<file path="src/rtl/dmem_arb_pkg.sv">
// Shared types and constants for the two-port dmem arbiter (cpu / nic).
// The beat counter is sized for the largest legal burst cap so any MAX_BURST fits.
package dmem_arb_pkg;

   typedef enum logic [1:0] {
      IDLE    = 2'd0,
      CPU_OWN = 2'd1,
      NIC_OWN = 2'd2
   } owner_t;

   typedef enum logic {
      PORT_CPU = 1'b0,
      PORT_NIC = 1'b1
   } port_t;

   typedef struct packed {
      logic  valid;
      port_t port;
   } rd_tag_t;

   localparam int MAX_BURST_LIMIT = 255;
   localparam int BEAT_CNT_W      = $clog2(MAX_BURST_LIMIT + 1);
   localparam int DMEM_IDX_W      = 9;

   function automatic owner_t owner_of(input port_t p);
      return (p == PORT_CPU) ? CPU_OWN : NIC_OWN;
   endfunction

endpackage

</file>
<file path="src/rtl/dmem_arb_pick.sv">
// Combinational two-way picker: fixed CPU priority, or round-robin when rr_en,
// with force_other handing a tie to the port that did not win last.
module dmem_arb_pick
   import dmem_arb_pkg::*;
(
   input  logic  cpu_req,
   input  logic  nic_req,
   input  port_t last_winner,
   input  logic  force_other,
   input  logic  rr_en,
   output port_t winner,
   output logic  any_gnt
);

   port_t not_last;

   always_comb begin
      not_last = (last_winner == PORT_CPU) ? PORT_NIC : PORT_CPU;
      any_gnt  = cpu_req | nic_req;
      winner   = PORT_CPU;
      if (cpu_req && nic_req) begin
         if (force_other || rr_en) begin
            winner = not_last;
         end
      end else if (nic_req) begin
         winner = PORT_NIC;
      end
   end

endmodule

</file>
<file path="src/rtl/dmem_arbiter.sv">
// Arbitrates the single-port dmem between the CPU and NIC ports: locked bursts with
// a beat cap, and a read tag returning data one cycle later. Round-robin via DMEM_ARB_RR_EN.
module dmem_arbiter
   import dmem_arb_pkg::*;
#(
   parameter int ADDR_W    = 32,
   parameter int DATA_W    = 64,
   parameter int MAX_BURST = 8
) (
   input  logic              clk,
   input  logic              reset,
   input  logic              cpu_req,
   input  logic              cpu_lock,
   input  logic              cpu_wr,
   input  logic [0:ADDR_W-1] cpu_addr,
   input  logic [0:DATA_W-1] cpu_wdata,
   output logic              cpu_gnt,
   output logic              cpu_rvalid,
   output logic [0:DATA_W-1] cpu_rdata,
   input  logic              nic_req,
   input  logic              nic_lock,
   input  logic              nic_wr,
   input  logic [0:ADDR_W-1] nic_addr,
   input  logic [0:DATA_W-1] nic_wdata,
   output logic              nic_gnt,
   output logic              nic_rvalid,
   output logic [0:DATA_W-1] nic_rdata,
   output logic              memEn,
   output logic              memWrEn,
   output logic [0:ADDR_W-1] memAddr,
   output logic [0:DATA_W-1] dataOut,
   input  logic [0:DATA_W-1] dataIn
);

`ifdef DMEM_ARB_RR_EN
   localparam logic RR_EN = 1'b1;
`else
   localparam logic RR_EN = 1'b0;
`endif

   owner_t                state_q, state_d;
   logic [BEAT_CNT_W-1:0] beat_cnt_q, beat_cnt_d;
   port_t                 last_winner_q, last_winner_d;
   logic                  force_q, force_d;
   rd_tag_t               rd_tag_q, rd_tag_d;

   port_t                 pick_winner;
   logic                  pick_any;
   logic                  arb, gnt_any, gnt_en, new_grant, win_lock, win_wr;
   port_t                 gnt_port;
   logic [BEAT_CNT_W-1:0] cnt_cur, cnt_inc;

   dmem_arb_pick u_pick (
      .cpu_req     (cpu_req),
      .nic_req     (nic_req),
      .last_winner (last_winner_q),
      .force_other (force_q),
      .rr_en       (RR_EN),
      .winner      (pick_winner),
      .any_gnt     (pick_any)
   );

   always_comb begin
      state_d       = state_q;
      beat_cnt_d    = beat_cnt_q;
      last_winner_d = last_winner_q;
      force_d       = force_q;
      arb           = 1'b0;
      gnt_any       = 1'b0;
      gnt_port      = PORT_CPU;
      new_grant     = 1'b0;
      cnt_cur       = '0;

      // An owner that drops req falls straight through to arbitration this cycle.
      case (state_q)
         CPU_OWN: begin
            if (cpu_req) begin
               gnt_any  = 1'b1;
               gnt_port = PORT_CPU;
               cnt_cur  = beat_cnt_q;
            end else begin
               arb = 1'b1;
            end
         end
         NIC_OWN: begin
            if (nic_req) begin
               gnt_any  = 1'b1;
               gnt_port = PORT_NIC;
               cnt_cur  = beat_cnt_q;
            end else begin
               arb = 1'b1;
            end
         end
         default: arb = 1'b1;
      endcase

      if (arb) begin
         gnt_any   = pick_any;
         gnt_port  = pick_winner;
         new_grant = pick_any;
      end

      win_lock = (gnt_port == PORT_CPU) ? cpu_lock : nic_lock;
      win_wr   = (gnt_port == PORT_CPU) ? cpu_wr   : nic_wr;
      cnt_inc  = cnt_cur + 1'b1;

      if (gnt_any) begin
         if (new_grant) begin
            last_winner_d = gnt_port;
            force_d       = 1'b0;
         end
         if (win_lock && (cnt_inc < BEAT_CNT_W'(MAX_BURST))) begin
            state_d    = owner_of(gnt_port);
            beat_cnt_d = cnt_inc;
         end else begin
            // Releasing while still locked means the cap was hit: hand the next tie over.
            state_d    = IDLE;
            beat_cnt_d = '0;
            force_d    = win_lock;
         end
      end else begin
         state_d    = IDLE;
         beat_cnt_d = '0;
      end

      gnt_en         = gnt_any & reset;
      rd_tag_d.valid = gnt_en & ~win_wr;
      rd_tag_d.port  = gnt_port;
   end

   always_ff @(posedge clk or negedge reset) begin
      if (!reset) begin
         state_q       <= IDLE;
         beat_cnt_q    <= '0;
         last_winner_q <= PORT_NIC;
         force_q       <= 1'b0;
         rd_tag_q      <= '0;
      end else begin
         state_q       <= state_d;
         beat_cnt_q    <= beat_cnt_d;
         last_winner_q <= last_winner_d;
         force_q       <= force_d;
         rd_tag_q      <= rd_tag_d;
      end
   end

   always_comb begin
      cpu_gnt    = gnt_en && (gnt_port == PORT_CPU);
      nic_gnt    = gnt_en && (gnt_port == PORT_NIC);
      memEn      = gnt_en;
      memWrEn    = gnt_en & win_wr;
      memAddr    = '0;
      dataOut    = '0;
      if (gnt_en) begin
         memAddr = (gnt_port == PORT_CPU) ? cpu_addr  : nic_addr;
         dataOut = (gnt_port == PORT_CPU) ? cpu_wdata : nic_wdata;
      end
      cpu_rvalid = rd_tag_q.valid && (rd_tag_q.port == PORT_CPU);
      nic_rvalid = rd_tag_q.valid && (rd_tag_q.port == PORT_NIC);
      cpu_rdata  = rd_tag_q.valid ? dataIn : '0;
      nic_rdata  = rd_tag_q.valid ? dataIn : '0;
   end

endmodule

</file>
<file path="config.mk">
export PLATFORM = sky130hd
export DESIGN_NAME = dmem_arbiter
export DESIGN_NICKNAME = d
export VERILOG_FILES = /design/src/rtl/dmem_arb_pkg.sv /design/src/rtl/dmem_arb_pick.sv /design/src/rtl/dmem_arbiter.sv
export SDC_FILE = /design/constraint.sdc
export NUM_CORES = 1
export LEC_CHECK = 0
export BUFFER_PORTS_ARGS = -buffer_cell sky130_fd_sc_hd__buf_2
export CAP_MARGIN = 20
export CORE_AREA = 5 5 191 193
export CTS_CLUSTER_DIAMETER = 60
export CTS_CLUSTER_SIZE = 14
export DETAILED_ROUTE_END_ITERATION = 6
export DIE_AREA = 0 0 196 198
export GPL_ROUTABILITY_DRIVEN = 0
export PLACE_DENSITY_LB_ADDON = 0.12
export SYNTH_ARGS = -nofsm -noshare
export SYNTH_HDL_FRONTEND = slang
export SYNTH_SLANG_ARGS = --single-unit
</file>
<file path="constraint.sdc">
create_clock -name clk -period 3 [get_ports clk]
set_input_delay 0.45 -clock clk [delete_from_list [all_inputs] [get_ports clk]]
set_output_delay 0.45 -clock clk [all_outputs]
set_load 0.005 [all_outputs]
</file>
==> results.cfg, run 1 <==
[run_status]
status = complete, no violations

[finish]
fillers = 4089
drive_gt1_share_pct = 55.2
synthToLayoutAreaGrowth_pct = 87.4
fin_nets = 1212
final_cell_area_um2 = 5680
antenna_cells = 0
final_cells = 1399

[synth]
synth_cells = 533
synth_edf_count = 0
async_reset_ff_share_pct = 100
yosysTopAreaCell = nand2_1
ys_types = 41
yosys_register_bits = 14
synth_area_um2 = 3030
yosysSeqAreaShare_pct = 11.6
synthTopCellsByCount = 196 x nand2_1, 97 x a21oi_1, 68 x and2_1
synth_top_area_share_pct = 24.3
yosys_warnings = 0
syn_avg_cell_area_um2 = 5.68
synth_flop_cell = dfrtp_1
yosys.cell_count.top_type = nand2_1
synthTopCellsByArea = nand2_1 24%, buf_4 16%, a21oi_1 16%

[timing]
final_hold_viol_count = 0
maxSlewViolCount = 0
setup_viol = 0
min_period_ns = 2.78
finalCritPeriodShare_pct = 92.6
fin_setup_tns_ns = 0
worstMarginPinSlew_ns = 0.511
grt_setup_unrepaired = no
fmax_mhz = 360
fin_ws_ns = 0.222
fin_skew_ns = 0.00447
maxSlewHeadroom_pct = 65.9

[setup_path]
ff2ff_path_depth = 11
path_delay_family = buffers and inverters
critPathBufInv = 3
crit_type = flop to output port
startpoint_type = flop
crit_path_top_delay_cell = ha_1
end_kind = output port
r2r-start = state_q[0]$_DFF_PN0_
critPathArrivalTime_ns = 2.33
timing.reg2reg.setup_slack_ns = 0.45
worstReg2RegEnd = beat_cnt_q[2]$_DFF_PN0_
critPathMaxFanout = 97
crit_chain = inv_1 > ha_1 > nand2_1 > o21ai_1 > or2_4 > buf_12 > nand2_1 > a21oi_1 > buf_2
slowest_delay_ns = 0.38
timing.critical_path.mode_cell = nand2_1
required_ns = 2.55

[clock_tree]
numCtsBuffers = 3
root_buffer = clkbuf_16
clockBufferDepth = 2
cts_tree = built
cts_sinks = 14
cts_setup_buffers = 0
cts_resized = 0
clkSlewWorstSetupHoldPaths_ns = 0.05
worstSkewPairLatency_ns = 0.24
h-tree-depth = 1
postCtsHoldBufs = 0

[route]
detail-route-antenna-nets = 0
dr.pass1.iters = 4
dr_total_vias = 4944
via_per_inst = 3.53
wl_um = 23400
drc = 0
routedWlPerCell_um = 16.7
drt_iter0_drc = 119

[global_routing]
grt_overflow = 0
grt_usage_pct = 10.7
grt_pass1_vias = 5155
grt_antenna_before_repair = 0
grt_pass1_wl_um = 31900
grt_max_degree = 98

[job]
cap_violations = 0

[floorplan]
start_util_pct = 8.81
io_pins = 494
dieWidth_um = 196
die_h_um = 198
dieArea_um2 = 38800
rows = 68
core-area_um2 = 34400

[placed_design]
dp_hpwl_um = 20500
numPortBuffers = 493
dp.cells = 1395
placed_area_um2 = 5590
pre_cts_slack_ns = 0.420

[power]
p_per_area_nw_per_um2 = 301
leakage_nw = 3.47
irDropWorstVdd_mv = 0.183

[hold_path]
holdCritPathClass = input port to asynchronous set/reset pin
layout by cell type (no fill, tap or decap), types with 4 or more instances in the layout:
cell / instances
and2_1: 68
conb_1: 5
inv_1: 4
buf_2: 493
buf_4: 10
a21oi_1: 97
buf_12: 4
nand2_1: 195
nor2_1: 9
dfrtp_1: 13
per-layer routing:
metal | global-route usage [%] | wire length [µm] | up-vias
met4 | 3.21 | 721 | 0
li1 | - | - | 2466
met3 | 2.55 | 2230 | 18
met1 | 10.8 | 8080 | 2141
met5 | 0 | 0 | -
met2 | 21.5 | 12400 | 319
stage by stage:
step / hold slack (ns) / total power, W / utilization [%]
after floorplan: 0.154 / 0.000874 / -
after global placement: 0.459 / 0.00149 / 16.3
after detailed placement: 0.460 / 0.00147 / 16.3
after CTS: 0.195 / 0.00176 / 16.5
after global routing: 0.208 / 0.00188 / 16.5
final: 0.190 / 0.00171 / 16.5
report_power, final:
| part | switching [W] | total (W) | internal (W) |
|---|---|---|---|
| sequential | 0.0000131 | 0.000228 | 0.000215 |
| combinational | 0.000676 | 0.00120 | 0.000524 |
| clock | 0.0000771 | 0.000279 | 0.000202 |
registers in the layout, indices dropped and copies added, names as in the netlist:
register,count
beat_cnt_q,8
force_q,1
last_winner_q,1
state_q,2
rd_tag_q,2
cells by family after synthesis:
logic type,share of synthesized area (%)
compound gates,18.9
xor+xnor,0.289
fa+ha+maj,1.24
buf+inv,22.4
flops,11.6
mux,1.36
other cells,0.124
simple gates,44.0
cell type report:
class / count / area (µm²) / share of cell area (%)
tap: 455 / 569 / 10.0
timing repair buffer: 507 / 2620 / 46.2
multi-input combinational: 414 / 2020 / 35.6
inverter: 5 / 20.0 / 0.353
clock buffer: 4 / 88.8 / 1.57
sequential: 14 / 352 / 6.19
how the worst max path moves through the flow:
stage / from / end / slack (ns) / cells past startpoint
floorplan: state_q[0]$_DFF_PN0_ / beat_cnt_q[2]$_DFF_PN0_ / 0.75 / 11
global placement: state_q[0]$_DFF_PN0_ / dataOut[27] / 0.40 / 10
detailed placement: state_q[0]$_DFF_PN0_ / dataOut[27] / 0.42 / 10
CTS: state_q[0]$_DFF_PN0_ / dataOut[27] / 0.14 / 10
global route: state_q[0]$_DFF_PN0_ / dataOut[8] / 0.04 / 9
finish: state_q[0]$_DFF_PN0_ / memAddr[1] / 0.22 / 9
(Power assumes the default switching activity.)
==> run 2, diff against run 1 <==
BUFFER_PORTS_ARGS = default   (was -buffer_cell sky130_fd_sc_hd__buf_2)
CORE_AREA = 2 2 191 193   (was 5 5 191 193)
DIE_AREA = 0 0 193 195   (was 0 0 196 198)
DONT_BUFFER_PORTS = 1   (was default)
==> results.cfg, run 2 (synthesis gave the netlist of run 1 again) <==
[setup_path]
critPathMaxFanout = 21
critPathArrivalTime_ns = 2.34
ff2ff_path_depth = 11
crit_type = flop to output port
r2r-start = state_q[0]$_DFF_PN0_
timing.reg2reg.setup_slack_ns = 0.53
worstReg2RegEnd = state_q[0]$_DFF_PN0_
end_kind = output port
required_ns = 2.55
startpoint_type = flop

[route]
drc = 0
detail-route-antenna-nets = 0
dr_total_vias = 3375
met1_length_um = 6070
met3_length_um = 2550
wl_um = 20700
via_per_inst = 3.68
drt_iter0_drc = 134
top_layer = met4
wl_met2_um = 11400
dr.pass1.iters = 4
routedWlPerCell_um = 22.6

[clock_tree]
worstSkewPairLatency_ns = 0.24
cts_tree = built
clockBufferDepth = 2
root_buffer = clkbuf_16
cts_sinks = 14
numCtsBuffers = 3
h-tree-depth = 1
clkSlewWorstSetupHoldPaths_ns = 0.05

[finish]
largest_reg_flops = 8
layout.cells.most_common_list = 195 x nand2_1, 96 x a21oi_1, 68 x and2_1
synthToLayoutAreaGrowth_pct = 9.05
top_register = beat_cnt_q
largest_registers = beat_cnt_q x8, rd_tag_q x2, state_q x2
drive_gt1_share_pct = 6.83
final_common_cell = nand2_1
fin_nets = 722

[floorplan]
start_util_pct = 8.56
io_pins = 494
dieArea_um2 = 37600
die_h_um = 195
dieWidth_um = 193
rows = 69
core-area_um2 = 35400

[timing]
fin_setup_tns_ns = 0
whs_ns = 0.0458
maxSlewHeadroom_pct = 54.9
finalCritPeriodShare_pct = 93.0
fin_skew_ns = 0.00380
maxSlewViolCount = 0
setup_viol = 0
grt_setup_unrepaired = no
min_period_ns = 2.79
worstMarginPinSlew_ns = 0.675
final_hold_viol_count = 0
fmax_mhz = 359

[global_routing]
grt_overflow = 0
grt_max_degree = 91
grt_usage_pct = 9.60
grt_pass1_vias = 3297
grt_antenna_before_repair = 2
grt_pass1_wl_um = 25500

[run_status]
status = complete, no violations

[power]
p_per_area_nw_per_um2 = 427
leakage_nw = 1.27
totalPowerFinal_w = 0.00141
irDropWorstVdd_mv = 0.135

[job]
cap_violations = 0

[placed_design]
dp_hpwl_um = 17300
numPortBuffers = 0

[hold_path]
holdCritPathClass = input port to asynchronous set/reset pin
[run 2: cell count changes in the layout (fill, tap and decap cells not counted), sizes merged]
cell         before  now
buf             507   15
clkbuf            4    5
clkinv            1    0
diode             0    2
dlygate4sd3       0    1
inv               4    5
[run 2: report_power, final]
part,switching (W),leakage (nW),internal (W),total [W]
logic,0.000603,1.05,0.000294,0.000896
registers,0.0000141,0.175,0.000215,0.000229
clock network,0.0000824,0.0442,0.000202,0.000285
total,0.000699,1.27,0.000710,0.00141
[run 2: routing by layer]
layer	track usage, %	up-vias
li1	-	1483
met5	0	-
met3	3.31	20
met2	19.9	354
met4	3.56	0
met1	8.11	1518
[run 2: stage by stage]
step                      instance area, µm²  worst slack [ns]  util (%)  instances
after floorplan                         3040             0.755         -        537
after global placement                  3160             0.404      8.93        909
after detailed placement                3160             0.408      8.93        909
after CTS                               3260             0.136      9.20        914
after global routing                    3300            0.0168      9.33        917
final                                   3300             0.211      9.33        917
[run 2: cell type report]
class,count,area [µm²]
Inverter,5,23.8
Clock buffer,4,88.8
Antenna cell,2,5.00
Multi-Input combinational cell,414,2030
Tap cell,461,577
Timing Repair Buffer,17,230
Fill cell,4136,32100
Sequential cell,14,352
[run 2: worst max-delay path, cell delays in order (launching register included)]
cell and delay (ns):
dfrtp_1 0.35, inv_1 0.05, ha_1 0.37, nand2_1 0.09, o21ai_1 0.08, or2_4 0.36
inv_6 0.15, buf_12 0.16, buf_12 0.16, nand2_1 0.09, a21oi_1 0.21
[run 2: worst max-delay path by stage]
stage | from | endpoint | cells after the start
3_3_place_gp | state_q[0]$_DFF_PN0_ | memAddr[4] | 9
6_report | state_q[0]$_DFF_PN0_ | dataOut[62] | 10
5_1_grt | state_q[0]$_DFF_PN0_ | dataOut[62] | 10
4_1_cts | state_q[0]$_DFF_PN0_ | dataOut[20] | 10
3_5_place_dp | state_q[1]$_DFF_PN0_ | dataOut[9] | 9
2_1_floorplan | state_q[0]$_DFF_PN0_ | beat_cnt_q[2]$_DFF_PN0_ | 11
[run 2: repair_timing]
| action | CTS | global route |
|---|---|---|
| setup endpoints to repair | 0 | 28 |
| endpoints found under the hold margin | 13 | 0 |
| hold buffers | 1 | 0 |
| setup buffers | 0 | 0 |
| gates resized for setup | 0 | 4 |
